===== src/rtl/pipe_input_arbiter_if.sv =====
// Handshake and data bundle between the two requesters, the arbiter and the
// first stage of the bundled-data micropipeline.
interface pipe_input_arbiter_if #(
  parameter int DATA_W = 3
);
  logic              req0_in;
  logic [DATA_W-1:0] data0_in;
  logic              ack0_out;
  logic              req1_in;
  logic [DATA_W-1:0] data1_in;
  logic              ack1_out;
  logic              req_out;
  logic              ack_in;
  logic [DATA_W-1:0] data_out;
  logic              grant_id;
  logic              busy;
  logic [7:0]        xfer_cnt;
  logic              timeout_err;

  // Arbiter side.
  modport slave (
    input  req0_in, data0_in, req1_in, data1_in, ack_in,
    output ack0_out, ack1_out, req_out, data_out, grant_id, busy,
           xfer_cnt, timeout_err
  );

  // Environment side: requesters plus pipeline first stage.
  modport master (
    output req0_in, data0_in, req1_in, data1_in, ack_in,
    input  ack0_out, ack1_out, req_out, data_out, grant_id, busy,
           xfer_cnt, timeout_err
  );
endinterface


===== src/rtl/pipe_input_arbiter.sv =====
// Round-robin arbiter between two asynchronous 4-phase requesters feeding the
// bundled-data pipeline input. Handshake inputs are synchronised; the winning
// word is held on data_out for SETUP_CYC cycles before req_out rises. The
// pipeline's ack edges are awaited under a sticky, non-aborting timeout.
module pipe_input_arbiter #(
  parameter int DATA_W      = 3,
  parameter int SYNC_STAGES = 2,
  parameter int SETUP_CYC   = 2,
  parameter int TIMEOUT     = 255
) (
  input  logic                 clk,
  input  logic                 rst,
  pipe_input_arbiter_if.slave  bus
);

  localparam int SC_W = (SETUP_CYC > 1) ? $clog2(SETUP_CYC) : 1;
  localparam int TO_W = $clog2(TIMEOUT + 1);

  typedef enum logic [2:0] {
    S_IDLE   = 3'd0,
    S_SETUP  = 3'd1,
    S_REQ_HI = 3'd2,
    S_REQ_LO = 3'd3,
    S_ACK_HI = 3'd4,
    S_ACK_LO = 3'd5
  } state_t;

  state_t                 r_state;
  logic [SYNC_STAGES-1:0] r_req0_sync;
  logic [SYNC_STAGES-1:0] r_req1_sync;
  logic [SYNC_STAGES-1:0] r_ack_sync;
  logic [SC_W-1:0]        r_setup_cnt;
  logic [TO_W-1:0]        r_wait_cnt;
  logic                   r_rr;
  logic                   r_req_out;
  logic                   r_ack0_out;
  logic                   r_ack1_out;
  logic [DATA_W-1:0]      r_data_out;
  logic                   r_grant_id;
  logic                   r_busy;
  logic [7:0]             r_xfer_cnt;
  logic                   r_timeout_err;

  logic w_req0_s;
  logic w_req1_s;
  logic w_ack_s;
  logic w_pick;
  logic w_req_sel_s;
  logic w_wait_hit;
  logic w_wait_sat;

  assign w_req0_s = r_req0_sync[SYNC_STAGES-1];
  assign w_req1_s = r_req1_sync[SYNC_STAGES-1];
  assign w_ack_s  = r_ack_sync[SYNC_STAGES-1];

  // Shift the asynchronous handshake inputs through the synchroniser chains.
  always_ff @(posedge clk or posedge rst) begin
    if (rst) begin
      r_req0_sync <= '0;
      r_req1_sync <= '0;
      r_ack_sync  <= '0;
    end else begin
      r_req0_sync <= {r_req0_sync[SYNC_STAGES-2:0], bus.req0_in};
      r_req1_sync <= {r_req1_sync[SYNC_STAGES-2:0], bus.req1_in};
      r_ack_sync  <= {r_ack_sync[SYNC_STAGES-2:0], bus.ack_in};
    end
  end

  // Winner selection (rr breaks ties) and the stall-timer thresholds.
  always_comb begin
    w_pick      = 1'b0;
    w_req_sel_s = 1'b0;
    if (w_req0_s && w_req1_s) begin
      w_pick = r_rr;
    end else if (w_req1_s) begin
      w_pick = 1'b1;
    end else begin
      w_pick = 1'b0;
    end
    if (r_grant_id) begin
      w_req_sel_s = w_req1_s;
    end else begin
      w_req_sel_s = w_req0_s;
    end
    w_wait_hit = (r_wait_cnt == TO_W'(TIMEOUT - 1));
    w_wait_sat = (r_wait_cnt == TO_W'(TIMEOUT));
  end

  // Arbitration FSM; all outputs are registered and change on transitions.
  always_ff @(posedge clk or posedge rst) begin
    if (rst) begin
      r_state       <= S_IDLE;
      r_setup_cnt   <= '0;
      r_wait_cnt    <= '0;
      r_rr          <= 1'b0;
      r_req_out     <= 1'b0;
      r_ack0_out    <= 1'b0;
      r_ack1_out    <= 1'b0;
      r_data_out    <= '0;
      r_grant_id    <= 1'b0;
      r_busy        <= 1'b0;
      r_xfer_cnt    <= 8'd0;
      r_timeout_err <= 1'b0;
    end else begin
      case (r_state)
        S_IDLE: begin
          if (w_req0_s || w_req1_s) begin
            r_data_out  <= w_pick ? bus.data1_in : bus.data0_in;
            r_grant_id  <= w_pick;
            r_setup_cnt <= SC_W'(SETUP_CYC - 1);
            r_busy      <= 1'b1;
            r_state     <= S_SETUP;
          end
        end
        S_SETUP: begin
          if (r_setup_cnt == '0) begin
            r_req_out  <= 1'b1;
            r_wait_cnt <= '0;
            r_state    <= S_REQ_HI;
          end else begin
            r_setup_cnt <= r_setup_cnt - SC_W'(1);
          end
        end
        S_REQ_HI: begin
          if (w_ack_s) begin
            r_req_out  <= 1'b0;
            r_wait_cnt <= '0;
            r_state    <= S_REQ_LO;
          end else begin
            if (!w_wait_sat) r_wait_cnt <= r_wait_cnt + TO_W'(1);
            if (w_wait_hit) r_timeout_err <= 1'b1;
          end
        end
        S_REQ_LO: begin
          if (!w_ack_s) begin
            r_wait_cnt <= '0;
            r_ack0_out <= ~r_grant_id;
            r_ack1_out <= r_grant_id;
            r_state    <= S_ACK_HI;
          end else begin
            if (!w_wait_sat) r_wait_cnt <= r_wait_cnt + TO_W'(1);
            if (w_wait_hit) r_timeout_err <= 1'b1;
          end
        end
        S_ACK_HI: begin
          if (!w_req_sel_s) begin
            r_ack0_out <= 1'b0;
            r_ack1_out <= 1'b0;
            r_state    <= S_ACK_LO;
          end
        end
        S_ACK_LO: begin
          r_xfer_cnt <= r_xfer_cnt + 8'd1;
          r_rr       <= ~r_grant_id;
          r_busy     <= 1'b0;
          r_state    <= S_IDLE;
        end
        default: begin
          r_req_out  <= 1'b0;
          r_ack0_out <= 1'b0;
          r_ack1_out <= 1'b0;
          r_busy     <= 1'b0;
          r_state    <= S_IDLE;
        end
      endcase
    end
  end

  assign bus.req_out     = r_req_out;
  assign bus.ack0_out    = r_ack0_out;
  assign bus.ack1_out    = r_ack1_out;
  assign bus.data_out    = r_data_out;
  assign bus.grant_id    = r_grant_id;
  assign bus.busy        = r_busy;
  assign bus.xfer_cnt    = r_xfer_cnt;
  assign bus.timeout_err = r_timeout_err;

endmodule


===== src/flat_wrapper.sv =====
// flat-port wrapper written by rule: the top's interface ports become plain ports
module pipe_input_arbiter_flat 
#(
  parameter int DATA_W      = 3,
  parameter int SYNC_STAGES = 2,
  parameter int SETUP_CYC   = 2,
  parameter int TIMEOUT     = 255
)
  (clk, rst, bus_req0_in, bus_data0_in, bus_req1_in, bus_data1_in, bus_ack_in, bus_ack0_out, bus_ack1_out, bus_req_out, bus_data_out, bus_grant_id, bus_busy, bus_xfer_cnt, bus_timeout_err);
  pipe_input_arbiter_if #(.DATA_W(DATA_W)) bus_i ();
  input  logic clk;
  input  logic rst;
  input wire logic [$bits(bus_i.req0_in)-1:0] bus_req0_in;
  input wire logic [$bits(bus_i.data0_in)-1:0] bus_data0_in;
  input wire logic [$bits(bus_i.req1_in)-1:0] bus_req1_in;
  input wire logic [$bits(bus_i.data1_in)-1:0] bus_data1_in;
  input wire logic [$bits(bus_i.ack_in)-1:0] bus_ack_in;
  output wire logic [$bits(bus_i.ack0_out)-1:0] bus_ack0_out;
  output wire logic [$bits(bus_i.ack1_out)-1:0] bus_ack1_out;
  output wire logic [$bits(bus_i.req_out)-1:0] bus_req_out;
  output wire logic [$bits(bus_i.data_out)-1:0] bus_data_out;
  output wire logic [$bits(bus_i.grant_id)-1:0] bus_grant_id;
  output wire logic [$bits(bus_i.busy)-1:0] bus_busy;
  output wire logic [$bits(bus_i.xfer_cnt)-1:0] bus_xfer_cnt;
  output wire logic [$bits(bus_i.timeout_err)-1:0] bus_timeout_err;
  assign bus_i.req0_in = bus_req0_in;
  assign bus_i.data0_in = bus_data0_in;
  assign bus_i.req1_in = bus_req1_in;
  assign bus_i.data1_in = bus_data1_in;
  assign bus_i.ack_in = bus_ack_in;
  assign bus_ack0_out = bus_i.ack0_out;
  assign bus_ack1_out = bus_i.ack1_out;
  assign bus_req_out = bus_i.req_out;
  assign bus_data_out = bus_i.data_out;
  assign bus_grant_id = bus_i.grant_id;
  assign bus_busy = bus_i.busy;
  assign bus_xfer_cnt = bus_i.xfer_cnt;
  assign bus_timeout_err = bus_i.timeout_err;
  pipe_input_arbiter #(.DATA_W(DATA_W), .SYNC_STAGES(SYNC_STAGES), .SETUP_CYC(SETUP_CYC), .TIMEOUT(TIMEOUT)) u_core (.clk(clk), .rst(rst), .bus(bus_i));
endmodule

===== config.mk =====
export PLATFORM = sky130hd
export DESIGN_NAME = pipe_input_arbiter_flat
export DESIGN_NICKNAME = d
export VERILOG_FILES = /design/src/rtl/pipe_input_arbiter_if.sv /design/src/rtl/pipe_input_arbiter.sv /design/src/flat_wrapper.sv
export SDC_FILE = /design/constraint.sdc
export NUM_CORES = 1
export LEC_CHECK = 0
export ABC_CLOCK_PERIOD_IN_PS = 1600
export CAP_MARGIN = 20
export CORE_MARGIN = 8
export CORE_UTILIZATION = 30
export DETAILED_ROUTE_END_ITERATION = 10
export HOLD_SLACK_MARGIN = 0.15
export SLEW_MARGIN = 30
export SYNTH_ARGS = -nofsm -noshare
export SYNTH_HDL_FRONTEND = slang
export SYNTH_SLANG_ARGS = --single-unit
export TNS_END_PERCENT = 10

===== constraint.sdc =====
create_clock -name clk -period 1.6 [get_ports clk]
set_input_delay 0.4 -clock clk [delete_from_list [all_inputs] [get_ports clk]]
set_output_delay 0.4 -clock clk [all_outputs]
set_load 0.01 [all_outputs]

==> qor.csv, run 1 <==
stage,metric,value,unit
status,status,"finished, final reports clean",
power_and_ir_drop,totalPowerFinal,3.490,mW
layout,fill_cells,571,
yosys,yosys-top-cells-count,"dfrtp_1, nand2_1, o21ai_0, nor2_1, xnor2_1",
yosys,post-synth-top-count-cell,dfrtp_1,
global_routing,grt_overflow,0,
clock_tree,clock_sinks,36,
yosys,synthDistinctLibCells,41,
yosys,synth_top_area_share,52.25,%
detailed_routing,wire_per_inst,13.16,um
floorplan,top_level_ports,28,
sta,final_max_slew_viol_count,0,
power_and_ir_drop,p_comb_share,43.4,%
detailed_routing,firstDrtPassIters,4,
place,dp_hpwl,2649,um
sta,finClkSkew,0.004402,ns
floorplan,die_w,91.81,um
detailed_routing,vias,1347,
detailed_routing,via_per_inst,4.828,
yosys,async_flop_share,100.0,%
detailed_routing,ant_nets,0,
yosys,synth_seq_cells,36,
clock_tree,cts_buffers,5,
layout,layout-drive-gt1-share,17.39,%
floorplan,initial_core_util,31.12,%
sta,fmax,674.2,MHz
setup_path,cp-end-kind,flip-flop,
yosys,syn-cell-area,0.001724,sq mm
setup_path,cp_slowest_cell,dfrtp_1,
sta,worst_slew_pin_slew,0.4343,ns
yosys,yosys_warnings,0,
layout,area_delta_synth_final,33.16,%
power_and_ir_drop,clkPwrFrac,19.7,%
setup_path,crit_fanout,5,
setup_path,crit_family,simple AND/OR/NAND/NOR gates,
layout,fin_nets,221,
setup_path,slowest_delay,0.42,ns
sta,rsz0062_at_grt,no,
floorplan,die_area,0.008429,sq mm
sta,relSlewSlack,70.85,%
power_and_ir_drop,power_leakage,1.098,nW
sta,finalSetupViolations,0,
layout,stdcell_count,279,
layout,n_antenna_cell,0,
clock_tree,clock_path_buffers,2,
floorplan,core_area,0.005540,sq mm
setup_path,critPathRequiredTime,1.81,ns
yosys,yosysTopAreaCell,dfrtp_1,
clock_tree,postCtsHoldBufs,0,
setup_path,path_buf_inv,0,
yosys,yosysSeqAreaShare,52.25,%
flow_run,cap_violations,0,
clock_tree,root_buffer,clkbuf_8,
place,gp_congestion,0.7990,
global_routing,grt_pass1_wl,6141,um
clock_tree,clk_pin_slew,0.07,ns
setup_path,start_kind,flip-flop,
power_and_ir_drop,irDropWorstVdd,0.6590,mV
power_and_ir_drop,p_per_area,1520,mW/mm^2
layout,fin_util,41.44,%
worst_hold_path,hp-class,reg2reg,
power_and_ir_drop,sequentialPowerShare,36.8,%
sta,setup_tns,0,ns
setup_path,crit_chain,ha_2 > nand3_1 > or2_2 > o21ai_2 > o2bb2ai_1,
clock_tree,cts_tree,yes,
floorplan,rows,27,
global_routing,grt_max_degree,37,
detailed_routing,drtIter0Drc,52,
place,port_buffers,27,
sta,post-route-period-util,92.70,%
clock_tree,htreeDepth,2,
power_and_ir_drop,switching_share,35.52,%
floorplan,fp.dieH,91.81,um
power_and_ir_drop,p_int,2.250,mW
yosys,synth_cells,161,
sta,finalHoldViolations,0,
global_routing,grt_pass1_vias,1311,
setup_path,path_class,reg2reg,
power_and_ir_drop,power.switching,1.240,mW
setup_path,worstPathArrival,1.69,ns
yosys,synth_edf_count,0,
sta,min_period,1.483,ns
yosys,synth_area_leaders,"dfrtp_1, xnor2_1, mux2i_1",
detailed_routing,post-route-drc-count,0,
yosys,avgSynthCellArea,10.71,sq um
place,dp_cells,270,
global_routing,grt_use_total,9.103,%
detailed_routing,wl,3672,um
yosys,syn_nets,175,
global_routing,grt_antenna_before_repair,0,
clock_tree,insertion_delay,0.29,ns
yosys,synth_flop_cell,dfrtp_1,
-- state kept, by name, summed over array words and instances, names as in the netlist --
register and flops:
u_core.bus.ack0_out 1, u_core.bus.ack1_out 1, u_core.bus.busy 1, u_core.bus.data_out 3, u_core.bus.grant_id 1, u_core.bus.req_out 1, u_core.bus.timeout_err 1, u_core.bus.xfer_cnt 8
u_core.r_ack_sync 2, u_core.r_req0_sync 2, u_core.r_req1_sync 2, u_core.r_rr 1, u_core.r_setup_cnt 1, u_core.r_state 3, u_core.r_wait_cnt 8
-- power by group through the flow --
stage | Sequential (mW) | Combinational, mW | Clock (mW)
final | 1.29 | 1.52 | 0.688
after global routing | 1.31 | 1.69 | 0.768
after CTS | 1.29 | 1.53 | 0.722
after detailed placement | 1.31 | 1.56 | 0
after global placement | 1.31 | 1.55 | 0
after floorplan | 1.34 | 0.887 | 0
-- placed cells by master, fill, tap and decap left out, drive strengths merged, types with 4 or more instances in the layout --
| cell type | netlist | final |
|---|---|---|
| o21ai | 14 | 14 |
| and3 | 4 | 4 |
| xnor2 | 7 | 7 |
| clkbuf | 3 | 7 |
| nand3 | 6 | 6 |
| dlygate4sd2 | 0 | 13 |
| mux2i | 6 | 6 |
| a22o | 6 | 6 |
| dfrtp | 36 | 36 |
| clkdlybuf4s50 | 0 | 10 |
| buf | 3 | 18 |
| a21oi | 6 | 6 |
| nand2 | 13 | 13 |
| dlymetal6s2s | 0 | 4 |
| nor2 | 11 | 11 |
| inv | 7 | 7 |
-- path summary, 6_finish.rpt --
path | from | endpoint | slack [ns] | depth (start not counted)
worst min register to register | u_core.r_req1_sync[0]$_DFF_PP0_ | u_core.r_req1_sync[1]$_DFF_PP0_ | 0.35 | 0
worst min-delay path | u_core.r_req1_sync[0]$_DFF_PP0_ | u_core.r_req1_sync[1]$_DFF_PP0_ | 0.35 | 0
min in group asynchronous | rst | u_core.r_wait_cnt[7]$_DFFE_PP0P_ | 0.48 | 3
max in group asynchronous | rst | u_core.r_req0_sync[1]$_DFF_PP0_ | 0.94 | 3
worst max register to register | u_core.r_wait_cnt[1]$_DFFE_PP0P_ | u_core.r_wait_cnt[1]$_DFFE_PP0P_ | 0.12 | 5
worst max-delay path | u_core.r_wait_cnt[1]$_DFFE_PP0P_ | u_core.r_wait_cnt[1]$_DFFE_PP0P_ | 0.12 | 5
-- area by class of cell --
type	count	area (sq um)	share of cell area, %
multi-input cells	112	770.7	33.57
flip-flops and latches	36	900.9	39.24
well taps	72	90.09	3.924
inverters	7	26.28	1.144
repair buffers	45	411.6	17.93
clock buffers	7	96.34	4.196
-- timing repair --
item	in CTS	in global routing
endpoints found under the hold margin	0	0
cloned	0	0
setup endpoints to repair	14	6
resized for setup	13	6
buffers inserted	1	1
-- stage by stage --
step,cell area (sq um),setup WS [ns],hold slack (ns)
3_5_place_dp,2185,0.1207,0.3362
4_1_cts,2272,0.004889,0.3522
5_1_grt,2296,0.01753,0.3832
3_3_place_gp,2185,0.1700,0.3312
6_report,2296,0.1168,0.3488
2_1_floorplan,1724,0.1194,0.3312
-- layer usage --
| metal | GRT usage (%) | wire length, um | vias to the layer above |
|---|---|---|---|
| met5 | 0 | 0 | - |
| met4 | 4.430 | 59 | 0 |
| met3 | 4.156 | 186 | 4 |
| met2 | 13.21 | 1649 | 32 |
| met1 | 11.19 | 1776 | 637 |
| li1 | - | - | 674 |
-- worst reg2reg max path: cells and delay by family, from the launching register on --
family	cells	cell delay, ns
flip-flops	1	0.42
AND/OR/NAND/NOR	2	0.49
AO/OA/AOI/OAI	2	0.27
adder cells (fa/ha/maj)	1	0.24
-- cells by family (layout without fill, tap and decap cells) --
group,Yosys count,in the layout,synth area share (%)
buffers and inverters,13,59,3.410
xor gates and xnor gates,9,9,4.572
DFF,36,36,52.25
AOI/OAI and AO/OA,44,44,18.14
adders and majority gates,3,3,2.177
and+or+nand+nor,50,50,15.97
muxes,6,6,3.483
(Power assumes the default switching activity.)
==> run 2, diff against run 1 <==
- CORE_MARGIN: 8 -> not set
==> run 2 against run 1 <==
  * Fmax up 2.2%
  * Setup slack better by 0.032 ns
  * First-iteration DRC count up 17%
  * Sequential share of layout area down 0.11 points
  * Final cell count unchanged
==> qor.csv, run 2 (synthesis results as in run 1) <==
stage,metric,value,unit,change
power_and_ir_drop,totalPowerFinal,3.589,mW,was 3.490 mW
power_and_ir_drop,p_per_area,1559,mW/mm^2,was 1520 mW/mm^2
power_and_ir_drop,irDropWorstVdd,0.6368,mV,was 0.6590 mV
floorplan,fp.dieH,77.81,um,was 91.81 um
detailed_routing,vias,1333,,was 1347
layout,stdcell_area,0.002302,sq mm,was 0.002296 sq mm
detailed_routing,ant_nets,0,,unchanged
place,dp_hpwl,2439,um,was 2649 um
detailed_routing,wl,3501,um,was 3672 um
floorplan,core_area,0.005507,sq mm,was 0.005540 sq mm
setup_path,worstRegToRegCells,5,,unchanged
clock_tree,root_buffer,clkbuf_8,,unchanged
worst_hold_path,hp-class,reg2reg,,unchanged
layout,layout-drive-gt1-share,17.39,%,unchanged
clock_tree,htreeDepth,2,,unchanged
setup_path,reg2reg_slack,0.15,ns,was 0.12 ns
status,status,"finished, final reports clean",,unchanged
setup_path,cp-end-kind,flip-flop,,unchanged
setup_path,crit_family,simple AND/OR/NAND/NOR gates,,unchanged
sta,post-route-period-util,90.69,%,was 92.70%
power_and_ir_drop,power_leakage,1.091,nW,was 1.098 nW
floorplan,die_w,77.81,um,was 91.81 um
sta,finalHoldViolations,0,,unchanged
flow_run,cap_violations,0,,unchanged
place,dp_cells,268,,was 270
clock_tree,cts_tree,yes,,unchanged
worst_hold_path,worst_hold_path.num_cells,0,,unchanged
clock_tree,clk_pin_slew,0.08,ns,was 0.07 ns
sta,whs,0.3491,ns,was 0.3488 ns
setup_path,start_kind,flip-flop,,unchanged
setup_path,path_buf_inv,0,,unchanged
setup_path,crit_fanout,5,,unchanged
setup_path,path_class,reg2reg,,unchanged
setup_path,regToRegEndpoint,u_core.r_wait_cnt[1]$_DFFE_PP0P_,,unchanged
place,pre_cts_ws,0.06344,ns,was 0.1207 ns
place,port_buffers,27,,unchanged
clock_tree,clock_path_buffers,2,,unchanged
layout,n_antenna_cell,0,,unchanged
detailed_routing,firstDrtPassIters,4,,unchanged
global_routing,grt_max_degree,37,,unchanged
setup_path,crit_chain,ha_1 > nand3_2 > or2_2 > o21ai_2 > o2bb2ai_1,,was ha_2 > nand3_1 > or2_2 > o21ai_2 > o2bb2ai_1
place,placed_cell_area,0.002170,sq mm,was 0.002185 sq mm
place,gp_congestion,0.7606,,was 0.7990
setup_path,critPathRequiredTime,1.81,ns,about the same
detailed_routing,post-route-drc-count,0,,unchanged
global_routing,grt_pass1_wl,6272,um,was 6141 um
global_routing,grt_use_total,13.38,%,was 9.103%
layout,fin_util,41.81,%,was 41.44%
floorplan,initial_core_util,31.31,%,was 31.12%
global_routing,grt_pass1_vias,1337,,was 1311
sta,final_max_slew_viol_count,0,,unchanged
sta,relSlewSlack,69.94,%,was 70.85%
floorplan,top_level_ports,28,,unchanged
floorplan,rows,27,,unchanged
layout,fin_nets,220,,was 221
sta,rsz0062_at_grt,no,,unchanged
setup_path,cp_slowest_cell,or2_2,,was dfrtp_1
layout,layout_commonest_cell,dfrtp_1,,unchanged
worst_hold_path,min_from,u_core.r_req0_sync[0]$_DFF_PP0_,,was u_core.r_req1_sync[0]$_DFF_PP0_
layout,stdcell_count,279,,unchanged
sta,finalSetupViolations,0,,unchanged
clock_tree,clock_sinks,36,,unchanged
global_routing,grt_antenna_before_repair,0,,unchanged
clock_tree,insertion_delay,0.30,ns,was 0.29 ns
detailed_routing,wire_per_inst,12.55,um,was 13.16 um
layout,final_cell_mix,"dfrtp_1, buf_4, dlygate4sd2_1, nand2_1, o21ai_0",,"was dfrtp_1, buf_4, nand2_1, dlygate4sd2_1, o21ai_0"
sta,min_period,1.451,ns,was 1.483 ns
layout,area_delta_synth_final,33.53,%,was 33.16%
setup_path,worstPathArrival,1.66,ns,was 1.69 ns
global_routing,grt_overflow,0,,unchanged
floorplan,die_area,0.006054,sq mm,was 0.008429 sq mm
clock_tree,cts_buffers,5,,unchanged
detailed_routing,via_per_inst,4.778,,was 4.828
detailed_routing,drtIter0Drc,61,,was 52
sta,worst_slew_pin_slew,0.4479,ns,was 0.4343 ns
sta,setup_tns,0,ns,unchanged
sta,setup_ws,0.1490,ns,was 0.1168 ns
sta,finClkSkew,0.01228,ns,was 0.004402 ns
clock_tree,postCtsHoldBufs,0,,unchanged
sta,fmax,689.2,MHz,was 674.2 MHz
setup_path,timing.rr.start,u_core.r_wait_cnt[0]$_DFFE_PP0P_,,was u_core.r_wait_cnt[1]$_DFFE_PP0P_
worst_hold_path,whs_endpoint,u_core.r_req0_sync[1]$_DFF_PP0_,,was u_core.r_req1_sync[1]$_DFF_PP0_
setup_path,slowest_delay,0.37,ns,was 0.42 ns
run 2: cell count changes in the layout (fill, tap and decap cells not counted):
cell and change:
nand3_2 +1, bufinv_16 +1, dlygate4sd2_1 +1, dlymetal6s2s_1 -1, ha_1 +1, nand3_1 -1
clkbuf_8 -2, clkinv_2 +1, buf_4 -1, clkinvlp_4 +1, ha_2 -1
run 2: cell type report:
| class | count | area [sq um] |
|---|---|---|
| clock inverter | 3 | 42.54 |
| fill | 550 | 3204 |
| timing repair buffer | 44 | 400.4 |
| clock buffer | 5 | 68.82 |
| multi-input combinational | 112 | 773.2 |
| tap | 72 | 90.09 |
| sequential | 36 | 900.9 |
| inverter | 7 | 26.28 |
run 2: worst max path at each step:
| stage | from | end | slack (ns) | cells past startpoint |
|---|---|---|---|---|
| CTS | u_core.bus.grant_id$_DFFE_PP0P_ | bus_grant_id | 0.006 | 1 |
| floorplan | u_core.r_ack_sync[1]$_DFF_PP0_ | u_core.r_wait_cnt[7]$_DFFE_PP0P_ | 0.12 | 5 |
| finish | u_core.r_wait_cnt[0]$_DFFE_PP0P_ | u_core.r_wait_cnt[1]$_DFFE_PP0P_ | 0.15 | 5 |
| detailed placement | u_core.r_wait_cnt[0]$_DFFE_PP0P_ | u_core.r_wait_cnt[1]$_DFFE_PP0P_ | 0.06 | 5 |
| global placement | u_core.r_wait_cnt[1]$_DFFE_PP0P_ | u_core.r_wait_cnt[0]$_DFFE_PP0P_ | 0.07 | 5 |
| global route | u_core.r_wait_cnt[1]$_DFFE_PP0P_ | u_core.r_wait_cnt[1]$_DFFE_PP0P_ | 0.02 | 5 |
run 2: power by group:
group / internal (mW) / switching [mW] / leakage (nW)
Clock: 0.461 / 0.343 / 0.0541
Combinational: 0.738 / 0.781 / 0.581
Sequential: 1.12 / 0.150 / 0.456
Total: 2.32 / 1.27 / 1.09
run 2: timing repair:
action                     CTS  global route
gates resized for setup     14             5
pin swaps                    0             0
setup buffers                3             0
setup endpoints to repair   14             5
run 2: metal layers:
layer / vias to the layer above / track usage (%) / wire length (um)
met5: - / 0 / 0
met4: 0 / 6.604 / 66
met3: 6 / 4.000 / 155
met1: 636 / 17.33 / 1695
met2: 23 / 20.18 / 1584
li1: 668 / - / -
==> run 3, diff against run 2 <==
- ABC_AREA: not set -> 0
- CTS_BUF_LIST: not set -> sky130_fd_sc_hd__clkbuf_8 sky130_fd_sc_hd__clkbuf_16
- TNS_END_PERCENT: 10 -> 1
==> results of run 3 <==
Final layout, timing and power as in run 2 (identical DEF).
